## src/rtl/resta_pkg.sv

```systemverilog
// Shared types and constants for the serial subtractor.
package resta_pkg;

  // Controller states: waiting for operands, slicing, holding a result.
  typedef enum logic [1:0] {
    IDLE = 2'd0,
    CALC = 2'd1,
    DONE = 2'd2
  } estado_t;

  // Bit positions inside the banderas flag nibble.
  localparam int BAND_N = 3;
  localparam int BAND_Z = 2;
  localparam int BAND_C = 1;
  localparam int BAND_V = 0;

endpackage

```

## src/rtl/resta_bloque.sv

```systemverilog
// Combinational W-bit slice subtractor: d = a - b - borrow_in,
// with borrow-out and a flag telling whether the slice result is zero.
module resta_bloque #(
  parameter int W = 8
) (
  input  logic [W-1:0] a,
  input  logic [W-1:0] b,
  input  logic         borrow_in,
  output logic [W-1:0] d,
  output logic         borrow_out,
  output logic         zero
);

  logic [W:0] ext;

  // Widen by one bit so the top bit of the difference is the borrow-out.
  always_comb begin
    ext        = {1'b0, a} - {1'b0, b} - {{W{1'b0}}, borrow_in};
    d          = ext[W-1:0];
    borrow_out = ext[W];
    zero       = (ext[W-1:0] == '0);
  end

endmodule

```

## src/rtl/resta_serie.sv

```systemverilog
// Multi-cycle N-bit subtractor processing one W-bit slice per clock,
// least significant slice first, with valid/ready on both sides.
// Optional macro RESTA_SBC_EN adds acarreo_in (ARM SBC: a - b - !C).
module resta_serie
  import resta_pkg::*;
#(
  parameter int N = 32,
  parameter int W = 8
) (
  input  logic         clk,
  input  logic         rst,
  input  logic         valid_in,
  output logic         ready_out,
`ifdef RESTA_SBC_EN
  input  logic         acarreo_in,
`endif
  input  logic [N-1:0] a,
  input  logic [N-1:0] b,
  output logic         valid_out,
  input  logic         ready_in,
  output logic [N-1:0] c,
  output logic [3:0]   banderas
);

  localparam int K  = N / W;
  localparam int CW = (K > 1) ? $clog2(K) : 1;
  localparam logic [CW-1:0] LAST = CW'(K - 1);

  estado_t       state_q, state_d;
  logic [CW-1:0] cnt_q, cnt_d;
  logic          borrow_q, borrow_d;
  logic          zacc_q, zacc_d;
  logic [N-1:0]  a_q, a_d;
  logic [N-1:0]  b_q, b_d;
  logic [N-1:0]  c_q, c_d;
  logic [3:0]    band_q, band_d;
  logic          valid_q, valid_d;

  logic [W-1:0]  sl_a, sl_b, sl_d;
  logic          sl_bout, sl_zero;
  logic          borrow_init;

`ifdef RESTA_SBC_EN
  assign borrow_init = ~acarreo_in;
`else
  assign borrow_init = 1'b0;
`endif

  // The current slice of each latched operand feeds the single shared slice unit.
  assign sl_a = a_q[int'(cnt_q) * W +: W];
  assign sl_b = b_q[int'(cnt_q) * W +: W];

  resta_bloque #(.W(W)) u_bloque (
    .a          (sl_a),
    .b          (sl_b),
    .borrow_in  (borrow_q),
    .d          (sl_d),
    .borrow_out (sl_bout),
    .zero       (sl_zero)
  );

  // Next-state logic: accept, slice-by-slice subtract, then hold until consumed.
  always_comb begin
    state_d  = state_q;
    cnt_d    = cnt_q;
    borrow_d = borrow_q;
    zacc_d   = zacc_q;
    a_d      = a_q;
    b_d      = b_q;
    c_d      = c_q;
    band_d   = band_q;
    valid_d  = valid_q;
    unique case (state_q)
      IDLE: begin
        if (valid_in) begin
          a_d      = a;
          b_d      = b;
          cnt_d    = '0;
          borrow_d = borrow_init;
          zacc_d   = 1'b1;
          state_d  = CALC;
        end
      end
      CALC: begin
        c_d[int'(cnt_q) * W +: W] = sl_d;
        borrow_d = sl_bout;
        zacc_d   = zacc_q & sl_zero;
        if (cnt_q == LAST) begin
          // Final slice: its top bit is the result sign, its borrow the final borrow.
          band_d[BAND_N] = sl_d[W-1];
          band_d[BAND_Z] = zacc_q & sl_zero;
          band_d[BAND_C] = ~sl_bout;
          band_d[BAND_V] = (a_q[N-1] != b_q[N-1]) & (sl_d[W-1] != a_q[N-1]);
          valid_d = 1'b1;
          cnt_d   = '0;
          state_d = DONE;
        end else begin
          cnt_d = cnt_q + 1'b1;
        end
      end
      DONE: begin
        if (ready_in) begin
          valid_d = 1'b0;
          state_d = IDLE;
        end
      end
      default: state_d = IDLE;
    endcase
  end

  // State register; reset aborts any operation in flight.
  always_ff @(posedge clk or posedge rst) begin
    if (rst) begin
      state_q  <= IDLE;
      cnt_q    <= '0;
      borrow_q <= 1'b0;
      zacc_q   <= 1'b0;
      a_q      <= '0;
      b_q      <= '0;
      c_q      <= '0;
      band_q   <= 4'b0000;
      valid_q  <= 1'b0;
    end else begin
      state_q  <= state_d;
      cnt_q    <= cnt_d;
      borrow_q <= borrow_d;
      zacc_q   <= zacc_d;
      a_q      <= a_d;
      b_q      <= b_d;
      c_q      <= c_d;
      band_q   <= band_d;
      valid_q  <= valid_d;
    end
  end

  assign ready_out = (state_q == IDLE);
  assign valid_out = valid_q;
  assign c         = c_q;
  assign banderas  = band_q;

endmodule

```

## config.mk

```make
export PLATFORM = sky130hd
export DESIGN_NAME = resta_serie
export DESIGN_NICKNAME = d
export VERILOG_FILES = /design/src/rtl/resta_pkg.sv /design/src/rtl/resta_bloque.sv /design/src/rtl/resta_serie.sv
export SDC_FILE = /design/constraint.sdc
export NUM_CORES = 1
export LEC_CHECK = 0
export CORE_MARGIN = 10
export CORE_UTILIZATION = 51
export CTS_CLUSTER_SIZE = 16
export DETAILED_ROUTE_END_ITERATION = 10
export PLACE_DENSITY = 0.78
export RECOVER_POWER = 100
export SLEW_MARGIN = 25
export SYNTH_ARGS = -nofsm -noshare
export SYNTH_HDL_FRONTEND = slang
export SYNTH_SLANG_ARGS = --single-unit
```

## constraint.sdc

```tcl
create_clock -name clk -period 4.5 [get_ports clk]
set_input_delay 0.45 -clock clk [delete_from_list [all_inputs] [get_ports clk]]
set_output_delay 0.45 -clock clk [all_outputs]
set_load 0.02 [all_outputs]
```

Word-level counts from Yosys, hierarchy flattened
Index checks and enable logic that the tools add are counted.
Cells by class
  shift-type cells: 4
  bitwise gates (word level): 3
  add/sub/neg operators: 4
  multiplexer cells: 15
  reductions and logical operators: 9
  eq/ne operators: 8
Operators with widths (count)
  $shiftx 32x6->8: 2
  $neg 5->33: 1
  $shift 8x33->32 const A: 1
  $shiftx 8x33->32: 1
  $bwmux 32: 1
  $mux 2: 5
  $sub 8x8->9: 1
  $sub 9x1->9: 1
  $logic_not 8->1: 1
  $ne 2x2->1 const B: 3
  $pmux 1 s2: 3
  $pmux 2 s3: 1
  $reduce_and 2->1: 3
  $reduce_and 3->1: 2
  $eq 2x2->1 const B: 2
  $mux 1: 4
  $pmux 2 s2: 1
  $reduce_bool 2->1: 2
  $add 2x1->2 const B: 1
  $and 1x1->1: 2
  $eq 2x1->1 const B: 1
  $logic_not 2->1: 1
  $ne 1x1->1: 2
  $not 1->1: 1
Word-level totals
  input port bits: 68
  logic and storage cells: 52
  output and inout bits: 38
  register bits: 107

Longest topological paths before layout
Gate-level depths: netlist of the first run.
  depth after elaboration: 6
  depth in mapped cells: 14

Cells and area by module
Synthesis of the first run repeated with hierarchy kept, for this count alone.
Second synthesis, totals
  cells, all modules: 373
  area, all modules: 5127.4 µm²
Modules (own cells, without submodules)
  resta_serie: instances 1, sequential area each 2677.6 µm², cells each 301, area each 4583.1 µm²
  resta_bloque: instances 1, sequential area each 0.0 µm², cells each 72, area each 544.3 µm²

Worst setup path before layout of the first run
OpenSTA, ideal clock, no wires.
  kind: register -> register
  start point: reg cnt_q[0]
  end point: reg band_q[0], in the netlist banderas[0]
  required time: 4.431 ns
  library setup time: 0.069 ns
  cell stages (with the launch flop): 14
  path slack: 0.819 ns
  arrival: 3.612 ns
  cell sequence: dfrtp_1 -> buf_1 -> mux4_2 -> inv_1 -> ha_1 -> inv_1 -> ha_1 -> a21oi_1 -> a21boi_0 -> o21ai_0 -> or3b_1 -> clkbuf_2 -> or4b_1 -> nand3_1
Between the ends
  cells in the longest elaborated chain, start to end: 5
  elaborated cells between the ends (all ways): 8
  classes of those cells: add/sub: 2; eq/ne: 2; shift: 2; bitwise: 1; reduce/logical: 1
Ends and longest elaborated chain
  from (decl): line resta_serie.sv:30  | logic [CW-1:0] cnt_q, cnt_d;
  from (signal assigned): line resta_serie.sv:125  | cnt_q <= cnt_d;
  $shiftx 32x6->8, on equally long branches: line resta_serie.sv:50, resta_serie.sv:51
  $sub 8x8->9: line resta_bloque.sv:18  | ext = {1'b0, a} - {1'b0, b} - {{W{1'b0}}, borrow_in};
  $sub 9x1->9: line resta_bloque.sv:18
  $ne 1x1->1: line resta_serie.sv:93  | band_d[BAND_V] = (a_q[N-1] != b_q[N-1]) & (sl_d[W-1] != a_q[N-1]);
  $and 1x1->1: line resta_serie.sv:93
  to (signal assigned): line resta_serie.sv:131  | band_q <= band_d;
  to (decl): line resta_serie.sv:36  | logic [3:0] band_q, band_d;
Parallel ways exist; a longest one is shown, timed or not.
A chain may end at the register's enable or synchronous reset.

Final worst setup path of the first run
Ends and elaborated chain as after synthesis.

==> summary.md, run 1 <==
| Metric | Value |
|---|---|
| H-tree depth | `3` |
| Final WL | `11.90 mm` |
| DR vias/cell | `~5.1` |
| CTS tree | `yes` |
| Post-CTS setup buffers | `0` |
| Share of layout cells above drive strength 1 | `0.05654` |
| Area Growth Syn to Fin | `27.11%` |
| Synth warn | `0` |
| Outcome | `complete, but fails checks` |
| Synthesized instance count | `around 520` |
| Data required, critical path | `about 4800 ps` |
| Max Cap Violations | `2` |
| Hold-fix buffers, CTS | `0` |
| Post-layout nets | `between 700 and 800` |
| Row cnt | `35` |
| Commonest non-fill, non-tap cell in the layout | `nand2_1` |
| Critical path's largest stage delay | `between 600 and 700 ps` |
| Syn Area/Cell | `~9.6 um2` |
| Setup Slack @ Placement | `roughly 750 ps` |
| Die width | `118.6 um` |
| DPL Wire Length | `between 9 and 10 mm` |
| Clock buffer depth | `2` |
| Post-synth ARST share | `1.000` |
| Wirelength per Cell | `15.91 um` |
| Clock Tree Root | `clkbuf_8` |
| Global-route wire length before repair | `roughly 19 mm` |
| Seq/Total Area, Yosys | `0.5401` |
| Pin count of the biggest net entering global routing | `a little under 90` |
| Power per Cell Area | `between 800 and 900 nW/um2` |
| DR vias | `around 3800` |
| DRC | `0` |
| Most frequent cells in the layout | `229 x nand2_1, 107 x dfrtp_1, 66 x clkdlybuf4s50_1, 39 x dlygate4sd3_1, 27 x inv_1` |
| Hold Fails Final Rpt | `0` |
| Area of the multi-input gates | `around 2100 um2` |
| Failing checks | `capacitance limit, slew limit` |
| I/O pin count | `~110` |
| Period utilization | `0.8539` |
| Input/output buffers | `around 110` |
| Post-Syn Area | `about 5000 um2` |
| CP Cell Sequence | `buf_4, clkbuf_1, mux4_2, inv_1, ha_1, inv_1, ha_1, nand3_1, nor3_1, or3b_1, or4b_1, nand3_1` |
| CP top delay family | `simple AND/OR/NAND/NOR gates` |
| Synth Net Count | `604` |
| Die Y | `about 120 um` |
| CP Launch Type | `flip-flop` |
| Fillers | `between 700 and 800` |
| Register bit total from synthesis | `around 110` |
| Yosys cell types | `37` |
| Final setup viols | `0` |
| Post_cts resized | `0` |
| Final instance area | `6301 um2` |
| Prevailing post-synth register cell | `dfrtp_1` |
| F_max | `~0.26 GHz` |
| LEAKAGE | `between 3 and 4 nW` |
| Post-synth EDFFs | `0` |
| Max FO, Critical Path | `10` |
| CP arrival | `around 4200 ps` |
| Register area | `roughly 2700 um2` |
| Gr ovfl total | `0` |
| Diode count | `0` |
| Final Max Tran Viols | `roughly 160` |
| Inserted Clock Buffers | `9` |
| Worst-Skew Late Latency | `between 300 and 400 ps` |
| Antenna Nets Post-Route | `0` |
| Slowest stage cell, crit path | `dfrtp_1` |
| Placed cell area | `~6100 um2` |
| Hold Worst Slack | `480.8 ps` |
| Min Tclk post-route | `3843 ps` |
| Hold/Removal Path Class | `reg -> reg` |
| Total track usage | `0.1663` |
| Worst Tran Pin Value | `about 3100 ps` |
| RSZ-0062 raised after global routing | `false` |
| Top cells by area, synth | `dfrtp_1 54%, nand2_1 17%, mux4_2 7.3%` |
| Clk slew on worst S/H paths | `approximately 90 ps` |
| Pre-antenna DRT Iters | `4` |
| Full die area | `14060 um2` |
| TNS Setup | `0 ps` |
| Initial antenna violation count | `0` |
| Crit path setup slack, layout | `roughly 660 ps` |
| Area of the core | `9371 um2` |
| GP Congestion | `about 0.84` |
| Clock skew | `14.51 ps` |
| Initial core utilization | `0.5290` |
| Peak VDD IR | `0.5386 mV` |
| Synth area leader | `dfrtp_1` |
| Rel. slew slack | `-1.089` |
| Vias in the first global route | `just over 4000` |
| Sink Count | `approximately 110` |
| Area fraction of the dominant cell type after synthesis | `0.5401` |
| Drt initial violations | `160` |
| Worst path buffer plus inverter count | `4` |
| CP Capture Type | `flip-flop` |
| WS Path Type | `reg -> reg` |
-- synth_stat cells, drive strengths merged (2+ instances only) --
library cell  number
nand4              3
buf               10
nand2b             2
inv               27
nor2              11
mux4              16
xnor2              3
nand2            229
a22o              16
fa                 2
xor2               2
nor3               3
nand3              6
clkbuf            11
o31ai              4
dfrtp            107
a21oi              6
o21ai             23
ha                18
a21boi             3
-- routing by layer --
| metal | track usage | vias up | routed length (um) |
|---|---|---|---|
| met5 | 0 | - | 0 |
| met4 | 0.06260 | 0 | 172 |
| met3 | 0.04236 | 15 | 585 |
| met2 | 0.2922 | 100 | 6068 |
| met1 | 0.1900 | 1826 | 5077 |
| li1 | - | 1892 | - |
-- stage by stage --
stage	utilization	std cells	total power, W
floorplan	-	516	0.003944
global placement	0.6535	733	0.004803
detailed placement	0.6541	733	0.004939
CTS	0.6744	748	0.005543
global route	0.6724	748	0.005967
finish	0.6724	748	0.005480
-- tightest hold or removal path, delay by kind of cell, from the launching register on --
family,cells,cell delay [ps]
flops,1,350
simple gates,2,100
-- logic make-up (layout without fill, tap and decap cells) --
| kind of cell | after synthesis | in the layout | synth area share |
|---|---|---|---|
| xor gates and xnor gates | 5 | 5 | 0.008836 |
| DFF | 107 | 107 | 0.5401 |
| buffers and inverters | 48 | 151 | 0.03685 |
| AOI/OAI and AO/OA | 56 | 56 | 0.07547 |
| and+or+nand+nor | 263 | 263 | 0.2105 |
| muxes | 17 | 17 | 0.07471 |
| adders and majority gates | 20 | 20 | 0.05351 |
-- state kept, by name, indices dropped and copies added, names as in the netlist --
| name | flops |
|---|---|
| c | 32 |
| state_q | 2 |
| borrow_q | 1 |
| zacc_q | 1 |
| banderas | 4 |
| a_q | 32 |
| valid_out | 1 |
| b_q | 32 |
| cnt_q | 2 |
-- report_power, final --
part	internal, W	switching [W]	total (W)
registers	0.00136	0.000261	0.00162
clock network	0.000255	0.000337	0.000592
logic	0.00127	0.00200	0.00327
total	0.00288	0.00260	0.00548
-- final cells by class --
| type | count | area share |
|---|---|---|
| clock buffers | 9 | 0.01966 |
| clock inverters | 6 | 0.01052 |
| inverters | 27 | 0.01608 |
| multi-input cells | 361 | 0.3326 |
| flip-flops and latches | 107 | 0.4249 |
| well taps | 129 | 0.02562 |
| repair buffers | 109 | 0.1706 |
-- worst paths after layout --
path                                      start                       to  slack, ps  cells after the start
max                        cnt_q[0]$_DFFE_PP0P_  banderas[0]$_DFFE_PP0P_        660                     12
max reg2reg                cnt_q[0]$_DFFE_PP0P_  banderas[0]$_DFFE_PP0P_        660                     12
min                         b_q[11]$_DFFE_PP0P_      b_q[11]$_DFFE_PP0P_        480                      2
min reg2reg                 b_q[11]$_DFFE_PP0P_      b_q[11]$_DFFE_PP0P_        480                      2
min in group asynchronous                   rst        c[17]$_DFFE_PP0P_       1660                      2
max in group asynchronous                   rst      b_q[25]$_DFFE_PP0P_       1000                      3
Note: power is estimated with default switching activity, not from simulation.
==> run 2, diff against run 1 <==
==> constraint.sdc (replaced) <==
create_clock -name clk -period 4.3 [get_ports clk]
set_input_delay 0.43 -clock clk [delete_from_list [all_inputs] [get_ports clk]]
set_output_delay 0.43 -clock clk [all_outputs]
set_load 0.02 [all_outputs]
==> run 2 against run 1 <==
Effect of this change:
- largest power group unchanged
- core utilization up 0.37 points
- clock skew is 6.6 ps lower
- via count grew 0.70%
- highest routed layer unchanged
- the flow still finishes with violations (capacitance limit, slew limit)
- clock power grew 12%
- flip-flop and latch count unchanged
- largest cell class unchanged
- non-clock buffer count is 1 higher
- critical endpoint unchanged
==> summary.md, run 2 (synthesis results as in run 1) <==
| Metric | Value |
|---|---|
| Hold/Removal Path Class | `reg -> reg` |
| Critical path's largest stage delay | `about 720 ps` |
| R2r setup slk | `710 ps` |
| WS Path Type | `reg -> reg` |
| DR vias | `about 3900` |
| CP Cell Sequence | `clkbuf_1, mux4_2, inv_1, ha_1, inv_1, ha_1, a21boi_0, a2111oi_0, or3b_1, or4b_1, nand3_1` |
| Clock buffer depth | `2` |
| Drt initial violations | `around 230` |
| F_max | `0.2786 GHz` |
| H-tree depth | `3` |
| Worst-Skew Late Latency | `between 300 and 400 ps` |
| TNS Setup | `0 ps` |
| Inserted Clock Buffers | `9` |
| Area of the core | `roughly 9400 um2` |
| Total track usage | `0.1690` |
| Pint | `~0.0031 W` |
| Rel. slew slack | `-0.7714` |
| LEAKAGE | `3.153 nW` |
| Input/output buffers | `around 110` |
| Failing checks | `capacitance limit, slew limit` |
| Fillers | `777` |
| Post-layout nets | `704` |
| Setup Slack @ Placement | `836.5 ps` |
| Clock skew | `roughly 8 ps` |
| Final WL | `roughly 12 mm` |
| RSZ-0062 raised after global routing | `false` |
| Gr ovfl total | `0` |
| Sink Count | `between 100 and 150` |
| CP Depth | `11` |
| CP top delay family | `simple AND/OR/NAND/NOR gates` |
| Row cnt | `35` |
| Wirelength per Cell | `roughly 16 um` |
| CTS tree | `yes` |
| Area Growth Syn to Fin | `27.81%` |
| Full die area | `14060 um2` |
| Post-CTS setup buffers | `0` |
| Clk slew on worst S/H paths | `about 90 ps` |
| Sw frac | `0.4680` |
| Antenna Nets Post-Route | `0` |
| Most frequent cells in the layout | `229 x nand2_1, 107 x dfrtp_1, 66 x clkdlybuf4s50_1, 39 x dlygate4sd3_1, 26 x inv_1` |
| DRC | `0` |
| Outcome | `complete, but fails checks` |
| Max Cap Violations | `2` |
| Slowest stage cell, crit path | `dfrtp_1` |
| Pin count of the biggest net entering global routing | `about 70` |
| Vias in the first global route | `4185` |
| Pre-antenna DRT Iters | `4` |
| Hold Worst Slack | `around 480 ps` |
| Hold Fails Final Rpt | `0` |
| DR vias/cell | `between 5 and 6` |
| Non-Filler Instances | `roughly 750` |
| Post-layout total power | `between 0.005 and 0.006 W` |
| Data required, critical path | `about 4600 ps` |
| R2r worst-path depth | `11` |
| CP arrival | `3900 ps` |
| Min Tclk post-route | `approximately 3600 ps` |
| Initial antenna violation count | `0` |
| Clock Tree Root | `clkbuf_8` |
| Global-route wire length before repair | `between 15 and 20 mm` |
| Max FO, Critical Path | `14` |
| Post_cts resized | `0` |
| CP Launch Type | `flip-flop` |
| Die Y | `118.6 um` |
| DPL Wire Length | `between 9 and 10 mm` |
| Post-Place Cells | `about 730` |
| Hold-fix buffers, CTS | `0` |
| Final setup viols | `0` |
| Critical path capture point | `banderas[0]$_DFFE_PP0P_` |
| Part of the power in registers | `0.291` |
| GP Congestion | `approximately 0.84` |
| Peak VDD IR | `0.5997 mV` |
| I/O pin count | `around 110` |
| Reg2reg start | `cnt_q[1]$_DFFE_PP0P_` |
| Die width | `118.6 um` |
| Initial core utilization | `0.5290` |
| Period utilization | `0.8348` |
| Worst path buffer plus inverter count | `3` |
| Power per Cell Area | `just over 900 nW/um2` |
| Psw | `0.002721 W` |
| Clock power share | `0.114` |
| Comb pwr share | `0.595` |
| Diode count | `0` |
| CP Launch Point | `cnt_q[1]$_DFFE_PP0P_` |
| CP Capture Type | `flip-flop` |
| Crit path setup slack, layout | `between 700 and 800 ps` |
| Commonest non-fill, non-tap cell in the layout | `nand2_1` |
| Worst Tran Pin Value | `~2600 ps` |
| Share of layout cells above drive strength 1 | `0.05806` |
| Final Max Tran Viols | `129` |
| Worst reg2reg endpoint | `banderas[0]$_DFFE_PP0P_` |
run 2: power groups by stage:
stage          Sequential (W)  Clock, W  Combinational, W
6_report              0.00169  0.000663           0.00346
5_1_grt               0.00174  0.000713           0.00388
4_1_cts               0.00170  0.000671           0.00349
3_5_place_dp          0.00172         0           0.00346
3_3_place_gp          0.00171         0           0.00336
2_1_floorplan         0.00173         0           0.00240
run 2: worst min-delay path, delay by kind of cell (launching register included):
kind,cells,cell delay [ps]
AO/OA/AOI/OAI,1,50
flip-flops,1,350
AND/OR/NAND/NOR,1,40
run 2: how the worst min path moves through the flow:
| stage | end | from | slack (ps) | cells past startpoint |
|---|---|---|---|---|
| detailed placement | a_q[18]$_DFFE_PP0P_ | a_q[18]$_DFFE_PP0P_ | 460 | 2 |
| global route | a_q[3]$_DFFE_PP0P_ | a_q[3]$_DFFE_PP0P_ | 510 | 2 |
| CTS | b_q[2]$_DFFE_PP0P_ | b_q[2]$_DFFE_PP0P_ | 490 | 2 |
| global placement | b_q[26]$_DFFE_PP0P_ | b_q[26]$_DFFE_PP0P_ | 460 | 2 |
| finish | c[22]$_DFFE_PP0P_ | c[22]$_DFFE_PP0P_ | 480 | 2 |
| floorplan | a_q[16]$_DFFE_PP0P_ | a_q[16]$_DFFE_PP0P_ | 440 | 2 |
run 2: cell type report:
cell class | count | area, um2 | area share
Sequential cell | 107 | 2678 | 0.4226
Multi-Input combinational cell | 361 | 2100 | 0.3314
Timing Repair Buffer | 110 | 1079 | 0.1702
Tap cell | 129 | 161.4 | 0.02547
Clock buffer | 11 | 141.4 | 0.02231
Inverter | 27 | 102.6 | 0.01619
Clock inverter | 4 | 75.07 | 0.01185
run 2: through the flow:
stage / utilization / area [um2]
after global placement: 0.6543 / 6132
after detailed placement: 0.6549 / 6137
after CTS: 0.6780 / 6354
final: 0.6761 / 6336
after floorplan: - / 4957
after global routing: 0.6761 / 6336
run 2: layer usage:
metal / track usage / part of all wire
met1: 0.1950 / 0.42
met2: 0.2925 / 0.50
met3: 0.04569 / 0.056
met4: 0.06412 / 0.021
met5: 0 / 0
==> run 3, diff against run 2 <==
--- a/config.mk
+++ b/config.mk
@@ -6,10 +6,10 @@
 export NUM_CORES = 1
 export LEC_CHECK = 0
 export CORE_MARGIN = 10
-export CORE_UTILIZATION = 51
+export CORE_UTILIZATION = 46
 export CTS_CLUSTER_SIZE = 16
 export DETAILED_ROUTE_END_ITERATION = 10
-export PLACE_DENSITY = 0.78
+export PLACE_DENSITY = 0.74
 export RECOVER_POWER = 100
 export SLEW_MARGIN = 25
 export SYNTH_ARGS = -nofsm -noshare
==> constraint.sdc (replaced) <==
create_clock -name clk -period 2.9 [get_ports clk]
set_input_delay 0.29 -clock clk [delete_from_list [all_inputs] [get_ports clk]]
set_output_delay 0.29 -clock clk [all_outputs]
set_load 0.02 [all_outputs]
==> run 3 against run 2 <==
Effect of this change:
- the flow finishes with violations (setup timing)
- final cell count rose by 5.2%
- count of clock-buffer cells in the layout did not move
- first-iteration DRC count fell by 1.3%
- clock skew rose by 4.0 ps
- core utilization fell by 1.8 points
- register-to-register slack got worse by 990 ps
- largest cell class unchanged
==> summary.md, run 3 (synthesis results as in run 1) <==
| Metric | Value |
|---|---|
| Outcome | `complete, but fails checks` |
| Failing checks | `setup timing` |
| Sink Count | `107` |
| Clock buffer depth | `2` |
| CP arrival | `approximately 3500 ps` |
| Die Y | `around 120 um` |
| Vias in the first global route | `4275` |
| Hold/Removal Path Class | `in -> async` |
| Inserted Clock Buffers | `9` |
| CP Capture Type | `flip-flop` |
| Row cnt | `37` |
| CP Launch Type | `flip-flop` |
| Hold Worst Slack | `roughly 380 ps` |
| Pin count of the biggest net entering global routing | `57` |
| Commonest non-fill, non-tap cell in the layout | `nand2_1` |
| RSZ-0062 raised after global routing | `true` |
| Rel. slew slack | `0.09213` |
| Full die area | `approximately 15000 um2` |
| Input/output buffers | `about 110` |
| Total track usage | `0.1684` |
| H-tree depth | `3` |
| Wirelength per Cell | `about 16 um` |
| Crit path setup slack, layout | `-275.0 ps` |
| Area of the core | `roughly 10000 um2` |
| Most frequent CP cell | `ha_4` |
| DPL Wire Length | `approximately 9.6 mm` |
| DRC | `0` |
| Final setup viols | `8` |
| Diode count | `0` |
| WS Path Type | `reg -> reg` |
| GP Congestion | `between 0.8 and 0.9` |
| Data required, critical path | `3210 ps` |
| Hold Fails Final Rpt | `0` |
| Placed cell area | `around 6400 um2` |
| Final instance area | `6858 um2` |
| Critical path's largest stage delay | `between 500 and 600 ps` |
| Die width | `123.8 um` |
| Pre-antenna DRT Iters | `4` |
| Final Max Tran Viols | `0` |
| CP Cell Sequence | `buf_12, mux4_2, ha_4, inv_4, ha_4, a21oi_4, a21boi_2, o21ai_1, or3b_1, or4b_1, nand3_1` |
| Most frequent cells in the layout | `227 x nand2_1, 106 x dfrtp_1, 66 x clkdlybuf4s50_1, 39 x dlygate4sd3_1, 21 x buf_4` |
| Global-route wire length before repair | `between 20 and 25 mm` |
| Initial core utilization | `0.4759` |
| CTS tree | `yes` |
| Gr ovfl total | `0` |
| Final WL | `~13 mm` |
| Max FO, Critical Path | `7` |
| Clock skew | `approximately 12 ps` |
| Worst Tran Pin Value | `1362 ps` |
| Max Cap Violations | `0` |
| Period utilization | `1.095` |
| Antenna Nets Post-Route | `0` |
| Clk slew on worst S/H paths | `~100 ps` |
| F_max | `0.3150 GHz` |
| DR vias/cell | `~5.1` |
| R2r setup slk | `-280 ps` |
| Clock Tree Root | `clkbuf_8` |
| Initial antenna violation count | `0` |
| Worst-Skew Late Latency | `370 ps` |
| Area Growth Syn to Fin | `38.34%` |
| I/O pin count | `106` |
| DR vias | `~4100` |
| Share of layout cells above drive strength 1 | `0.1656` |
| Drt initial violations | `230` |
| Fillers | `about 800` |
| Slowest stage cell, crit path | `mux4_2` |
| Post-layout nets | `roughly 740` |
| Min Tclk post-route | `3175 ps` |
[run 3: metal layers]
metal,global-route usage,vias up,part of all wire
li1,-,1958,-
met1,0.1923,1927,0.41
met2,0.2921,139,0.50
met3,0.04253,26,0.063
met4,0.07496,0,0.032
met5,0,-,0
[run 3: final timing paths]
path                                      start                      end  cells past startpoint
min                                         rst        c[31]$_DFFE_PP0P_                      2
max reg2reg                cnt_q[0]$_DFFE_PP0P_  banderas[0]$_DFFE_PP0P_                     11
max                        cnt_q[0]$_DFFE_PP0P_  banderas[0]$_DFFE_PP0P_                     11
min reg2reg                 b_q[11]$_DFFE_PP0P_      b_q[11]$_DFFE_PP0P_                      2
max in group asynchronous                   rst     cnt_q[1]$_DFFE_PP0P_                      3
min in group clk                          a[12]      a_q[12]$_DFFE_PP0P_                      3
[run 3: repair_timing]
item                                   in CTS  in global routing
pin swaps                                   6                 18
setup endpoints to repair                  10                 18
gates resized for setup                    46                 19
buffers inserted                            6                  3
gates cloned                                1                  0
hold buffers                                0                  0
endpoints found under the hold margin       0                  0
[run 3: cell type report]
class	instances	area, um2	area share
multi-input cells	361	2313	0.3373
repair buffers	141	1411	0.2058
inverters	27	105.1	0.01533
clock inverters	5	37.54	0.005473
clock buffers	11	141.4	0.02062
well taps	136	170.2	0.02481
flip-flops and latches	107	2679	0.3906
[run 3: critical path, delay by kind of cell (launching register included)]
family	cells	cell delay, ps
DFF	1	430
AOI/OAI and AO/OA	3	400
buffers and inverters	2	190
adders and majority gates	2	560
and+or+nand+nor	3	1000
muxes	1	540
[run 3: metrics by stage]
step                setup slack (ps)  utilization  setup TNS, ps  cells
finish                        -275.0       0.6584          -1610    788
global route                  -350.0       0.6584          -3235    788
CTS                           -207.1       0.6548         -623.3    787
detailed placement            -276.0       0.6127          -1120    764
global placement              -174.9       0.6127         -372.1    764
floorplan                     -282.9            -         -287.3    516
Power of run 3 is not shown: default switching activity piles up to over one toggle a cycle in this logic, so the estimate is an artifact.
